File: config.mk
export PLATFORM = sky130hd
export DESIGN_NAME = instruction_fetch
export DESIGN_NICKNAME = d
export VERILOG_FILES = /design/src/rtl/instruction_fetch.sv
export SDC_FILE = /design/constraint.sdc
export NUM_CORES = 1
export LEC_CHECK = 0
export ABC_AREA = 1
export CELL_PAD_IN_SITES_DETAIL_PLACEMENT = 1
export CELL_PAD_IN_SITES_GLOBAL_PLACEMENT = 2
export CORE_MARGIN = 3
export CORE_UTILIZATION = 38
export CTS_CLUSTER_SIZE = 20
export DETAILED_ROUTE_END_ITERATION = 12
export DONT_BUFFER_PORTS = 1
export GPL_ROUTABILITY_DRIVEN = 0
export GPL_TIMING_DRIVEN = 0
export PLACE_DENSITY_LB_ADDON = 0.1
export SLEW_MARGIN = 20
export SYNTH_ARGS = -nofsm -noshare
export SYNTH_HDL_FRONTEND = slang
export SYNTH_SLANG_ARGS = --single-unit
File: constraint.sdc
create_clock -name Clock -period 5 [get_ports Clock]
set_input_delay 0.75 -clock Clock [delete_from_list [all_inputs] [get_ports Clock]]
set_output_delay 0.75 -clock Clock [all_outputs]
set_load 0.02 [all_outputs]
File: src/rtl/instruction_fetch.sv
// instruction_fetch: PC/ROM front end with NOP-timed bubbles, stall and branch redirect
// Clock/Reset          : clock, async active-high reset
// iInstruction         : combinational ROM word for oAddress
// iStall               : freeze all state
// iBranchTaken/Target  : redirect fetch, emit bubble, abort pending wait
// oAddress             : program counter to ROM
// oInstruction/oPC     : registered instruction and its fetch address
// oValid               : oInstruction is real (0 = bubble)
// oBusy                : in WAIT state
module instruction_fetch #(
  parameter logic [3:0] NOP_OP = 4'd0,
  parameter int ADDR_W = 16,
  parameter int INSN_W = 28
) (
  input  logic              Clock,
  input  logic              Reset,
  input  logic [INSN_W-1:0] iInstruction,
  input  logic              iStall,
  input  logic              iBranchTaken,
  input  logic [ADDR_W-1:0] iBranchTarget,
  output logic [ADDR_W-1:0] oAddress,
  output logic [INSN_W-1:0] oInstruction,
  output logic [ADDR_W-1:0] oPC,
  output logic              oValid,
  output logic              oBusy
);
  localparam int OP_W = INSN_W - 4;
  localparam logic [INSN_W-1:0] BUBBLE = {NOP_OP, {OP_W{1'b0}}};
  typedef enum logic {FETCH, WAIT} state_t;
  state_t state_q;
  logic [OP_W-1:0] cnt_q;
  logic [ADDR_W-1:0] addr_q, pc_q;
  logic [INSN_W-1:0] insn_q;
  logic valid_q, busy_q;
  logic [3:0] opcode;
  logic [OP_W-1:0] operand;
  assign opcode = iInstruction[INSN_W-1 -: 4];
  assign operand = iInstruction[OP_W-1:0];
  always_ff @(posedge Clock or posedge Reset)
    if (Reset) begin
      state_q <= FETCH;
      cnt_q   <= '0;
      addr_q  <= '0;
      pc_q    <= '0;
      insn_q  <= BUBBLE;
      valid_q <= 1'b0;
      busy_q  <= 1'b0;
    end else if (iBranchTaken) begin
      addr_q  <= iBranchTarget;
      insn_q  <= BUBBLE;
      valid_q <= 1'b0;
      state_q <= FETCH;
      cnt_q   <= '0;
      busy_q  <= 1'b0;
    end else if (!iStall) begin
      if (state_q == FETCH) begin
        insn_q  <= iInstruction;
        pc_q    <= addr_q;
        valid_q <= 1'b1;
        addr_q  <= addr_q + ADDR_W'(1);
        // a NOP with zero operand is an ordinary instruction
        if (opcode == NOP_OP && operand != '0) begin
          state_q <= WAIT;
          cnt_q   <= operand;
          busy_q  <= 1'b1;
        end
      end else begin
        insn_q  <= BUBBLE;
        valid_q <= 1'b0;
        cnt_q   <= cnt_q - OP_W'(1);
        if (cnt_q == OP_W'(1)) begin
          state_q <= FETCH;
          busy_q  <= 1'b0;
        end
      end
    end
  assign oAddress = addr_q;
  assign oInstruction = insn_q;
  assign oPC = pc_q;
  assign oValid = valid_q;
  assign oBusy = busy_q;
endmodule
Word-level counts from Yosys, hierarchy flattened:

Cells that the tools add are included.

* shift-type cells: 0
* magnitude comparators: 0
* multiplexer cells: 23
* $add $sub $neg: 2
* $mul: 0
* div/mod/pow operators: 0
* equal/unequal tests: 4
* bitwise operators: 3
* reductions and logical operators: 8

Operators by type and width (count)
* 24-bit 2-to-1 mux: 4
* 28-bit 2-to-1 mux: 3
* 16-bit 2-to-1 mux: 3
* 24-bit by 1-bit == test with 1-bit output (second input constant): 1
* 24-bit nonzero test: 1
* 24-bit by 1-bit subtractor with 24-bit output (second input constant): 1
* 16-bit by 1-bit adder with 16-bit output (second input constant): 1
* 1-bit 2-to-1 mux: 13
* 3-bit AND reduction: 2
* 4-bit logical NOT: 1
* 2-bit AND reduction: 2
* 3-bit by 2-bit inequality test with 1-bit output (second input constant): 1
* 1-bit NOT: 3
* 3-bit nonzero test: 1
* 2-bit by 1-bit inequality test with 1-bit output (second input constant): 1
* 2-bit inequality test (second input constant): 1
* 1-bit logical AND: 1

* ROM bits: 0
* memories: 0
* word-level logic and storage cells: 47
* output and inout bits: 62
* RAM bits: 0
* register bits after elaboration: 87
* latch bits: 0

Longest topological paths before layout:

* depth after elaboration: 6
* gate-level depth with buffers: 11

Worst setup path after synthesis:

Ideal clock, no wire load.

* kind: in2reg
* start: input iBranchTaken
* end: register addr_q[6] (netlist: oAddress[6])
* setup slack: 3.206 ns
* arrival time: 1.704 ns
* cell stages on the path: 7
* buffers on the path: 2
* data required time: 4.910 ns
* cell sequence: buf_4 -> nor2_8 -> inv_2 -> nor2_8 -> buf_2 -> nand2_1 -> o221ai_1

* cells in the longest elaborated chain, start to end: 2
* elaborated cells on any way between the ends: 4

RTL lines
* start: declaration: RTL line 19 `input logic iBranchTaken,`
* 2-bit inequality test (no source line) or 2-bit by 1-bit inequality test with 1-bit output (tied branches)
* 2-bit AND reduction (no source line)
* end signal: assignment: RTL line 49 `addr_q <= iBranchTarget;`
* end signal: assignment: RTL line 60 `addr_q <= addr_q + ADDR_W'(1);`
* end: declaration: RTL line 32 `logic [ADDR_W-1:0] addr_q, pc_q;`

Parallel ways exist; a longest one is shown, timed or not.
A chain may end at the register's enable or synchronous reset.

Worst setup path in the final report:

* start: register addr_q[1] (netlist: oAddress[1])
* end: register addr_q[14] (netlist: oAddress[14])

* cells in the longest elaborated chain, start to end: 4

RTL lines
* 16-bit by 1-bit adder with 16-bit output: RTL line 60
* 16-bit 2-to-1 mux: RTL line 56 `if (state_q == FETCH) begin`
* 16-bit 2-to-1 mux: RTL line 55 `end else if (!iStall) begin`
* 16-bit 2-to-1 mux: RTL line 48 `end else if (iBranchTaken) begin`

Every way passes these cells. The select of a mux whose other input is x is not followed.

==> results.md <==
* CP max stage cell: dfrtp_1
* Post-CTS setup repair buffer count at 0
* Clk buf depth at 2
* Crit start category: flip-flop
* Clock Tree Root: clkbuf_16
* Total number of vias at 4137
* Mapped Cells at 608
* Cell family with most CP delay: simple AND/OR/NAND/NOR gates
* Non-filler instance count after layout at 768
* Dpl ws at 2.761 ns
* Layout cells sized above 1 at 8.000%
* Crit Path Category: reg -> reg
* VDD IR max at 0.1984 mV
* CP max FO at 5
* Largest net degree at the start of global routing at 55
* CTS-repair resized insts at 0
* Via density at 5.387
* GR Overflow Total at 0
* Initial Utilization at 39.74%
* Reg clk slew, reported paths at 0.07 ns
* Sequential share of the synthesized area at 46.98%
* Filler cells at 1453
* Antenna Nets Post-Route at 0
* Worst-margin pin slew at 0.5481 ns
* Async S/R FF share, synth at 100.0%
* RSZ-0062 raised after global routing: false
* Area delta synth->final at 11.18%
* Die height at 116.4 µm
* Initial DRT Pass Iterations at 4
* Hold buffer count at CTS at 0
* Die Width at 116.4 µm
* DRC at 0
* Status: complete, no violations
* Placed cell count at 752
* Core area at 11660 µm²
* Footprint of the multi-input gates at 2107 µm²
* Max_cap viols at 0
* Minimum clock period at 2.114 ns
* Vias in the first global route at 4455
* Final Slew Violations at 0
* Row cnt at 39
* Antenna violations before repair at 0
* Top FF cell, synth: dfrtp_1
* DR WL/cell at 19.83 µm
* # setup viols final at 0
* Flops & latches, synth at 87
* Synth warn at 0
* Max incr delay on CP at 0.58 ns
* Req. time, crit path at 5.23 ns
* Flop2flop setup slack at 2.89 ns
* Port-buffer cells at 0
* CTS Sinks at 87
* TNS Setup at 0 ns
* Final WS setup at 2.886 ns
* Power Density at 398.2 nW/µm²
* Mapped Area at 4634 µm²
* CP Cell Sequence: ha_1, nand3_1, nor2_1, nand3b_1, nor2_2, nand2_1, nand2_1, nand3_1, nand2_1, o21ai_0
* Post-Route Skew at 0.005059 ns
* CP Capture Type: flip-flop
* Total die area at 13560 µm²
* Synth Net Count at 659
* Hold crit path type: in -> async
* Number of synthesized flops with an enable pin at 0
* Final-report hold violation count at 0
* Cell variety after synth at 36
* # IOs at 110
* DRT Wirelength at 15.23 mm
* H-tree depth at 3
* Max_slew headroom at 63.46%
* CTS tree: yes
* Total track usage at 23.79%
* First-pass GRT wire length at 24.35 mm
* Sequential cell area at 2177 µm²
* Most frequent cell on the critical path: nand2_1
* Total CTS buffers at 9
* Fin nets at 671
* DPL Wire Length at 11.83 mm
* Ant. Diodes at 0
* Fmax at 0.4730 GHz
* DR iter-0 viols at 190
* Period Utilization, post-route at 42.28%
* Crit path DAT at 2.34 ns
* Syn avg cell area at 7.622 µm²
* Clock Latency Late Sink at 0.35 ns
* Tot Pwr at 2.052 mW
* Leak at 2.504 nW
* CP Buf/Inv Count at 0
[cell usage in the layout, fill, tap and decap left out, types with 9 or more instances in the layout]
master,count
nand2_1,178
dfrtp_1,87
nor2_1,72
o21ai_0,62
inv_1,60
nand3_1,26
a21oi_1,12
o21ai_1,9
clkbuf_16,9
[worst reg2reg max path, stage by stage, from the launching register on]
cell and delay [ns]:
dfrtp_1 0.58, ha_1 0.27, nand3_1 0.13, nor2_1 0.25, nand3b_1 0.20, nor2_2 0.22, nand2_1 0.08, nand2_1 0.06
nand3_1 0.07, nand2_1 0.07, o21ai_0 0.07
[area by class of cell]
class                      count  share of cell area [%]
clock buffer                  10                   4.638
inverter                      68                   5.100
timing repair buffer           1                  0.5342
buffer                        18                   1.797
clock inverter                 6                   1.311
tap                          143                   3.473
sequential                    87                   42.25
multi-input combinational    435                   40.89
[synthesized netlist by cell type (2+ instances only)]
cell      number  area (µm²)
a21oi_1       12       60.06
nand3b_1       2       15.01
nor2_2         5       31.28
a22o_1         7       61.31
o221ai_1       4       35.03
clkbuf_1       7       26.28
nor2_4         3       33.78
xnor2_1        3       26.28
nand4_1        8       50.05
nor3_1         4       20.02
a22oi_1        5       37.54
o22ai_1        6       37.54
nor2_8         3       60.06
buf_4          2       15.01
dfrtp_1       87        2177
buf_2          8       40.04
inv_1         61       229.0
nand3_1       26       130.1
o21a_1         3       22.52
inv_2          6       22.52
nor2_1        72       270.3
nand2_1      178       668.1
a31oi_1        5       31.28
o21ai_1        9       45.04
ha_1           3       37.54
o21ai_0       62       310.3
xor2_1         8       70.07
[sequential cells by signal, summed over array words and instances, names as in the netlist]
name / flops
oInstruction: 28
cnt_q: 24
oValid: 1
oPC: 16
state_q: 1
oAddress: 16
oBusy: 1
[metrics by stage]
step | hold WS [ns] | utilization (%) | instance area [µm²]
after detailed placement | 0.5060 | 41.55 | 4846
final | 0.2390 | 44.18 | 5152
after CTS | 0.2416 | 44.18 | 5152
after global placement | 0.4972 | 41.27 | 4813
after floorplan | 0.4750 | - | 4634
after global routing | 0.2524 | 44.18 | 5152
[metal layers]
layer  global-route usage, %  wire length [µm]  vias to the layer above
li1                        -                 -                     1993
met1                   27.07              6032                     2044
met3                   8.964              1090                       12
met5                       0                 0                        -
met4                   5.491               204                        0
met2                   42.37              7900                       88
[power breakdown]
group / switching, mW / internal [mW] / leakage, nW / total (mW)
sequential: 0.175 / 0.788 / 1.11 / 0.963
clock: 0.304 / 0.405 / 0.151 / 0.709
combinational: 0.255 / 0.125 / 1.24 / 0.380
total: 0.734 / 1.32 / 2.50 / 2.05
[path summary, 6_finish.rpt]
path,startpoint,endpoint,depth (start not counted)
setup / recovery,oAddress[1]$_DFFE_PP0P_,oAddress[14]$_DFFE_PP0P_,10
hold / removal,Reset,oPC[8]$_DFFE_PP0P_,1
setup reg to reg,oAddress[1]$_DFFE_PP0P_,oAddress[14]$_DFFE_PP0P_,10
hold reg to reg,cnt_q[1]$_DFFE_PP0P_,cnt_q[1]$_DFFE_PP0P_,2
max in group asynchronous,Reset,cnt_q[22]$_DFFE_PP0P_,2
min in group Clock,cnt_q[1]$_DFFE_PP0P_,cnt_q[1]$_DFFE_PP0P_,2
[cells by family after synthesis]
| group | after synthesis | share of synthesized area, % |
|---|---|---|
| adders and majority gates | 3 | 0.8100 |
| xor gates and xnor gates | 11 | 2.079 |
| AOI/OAI and AO/OA | 114 | 13.99 |
| DFF | 87 | 46.98 |
| buffers and inverters | 86 | 7.559 |
| and+or+nand+nor | 307 | 28.59 |
(Power assumes the default switching activity.)
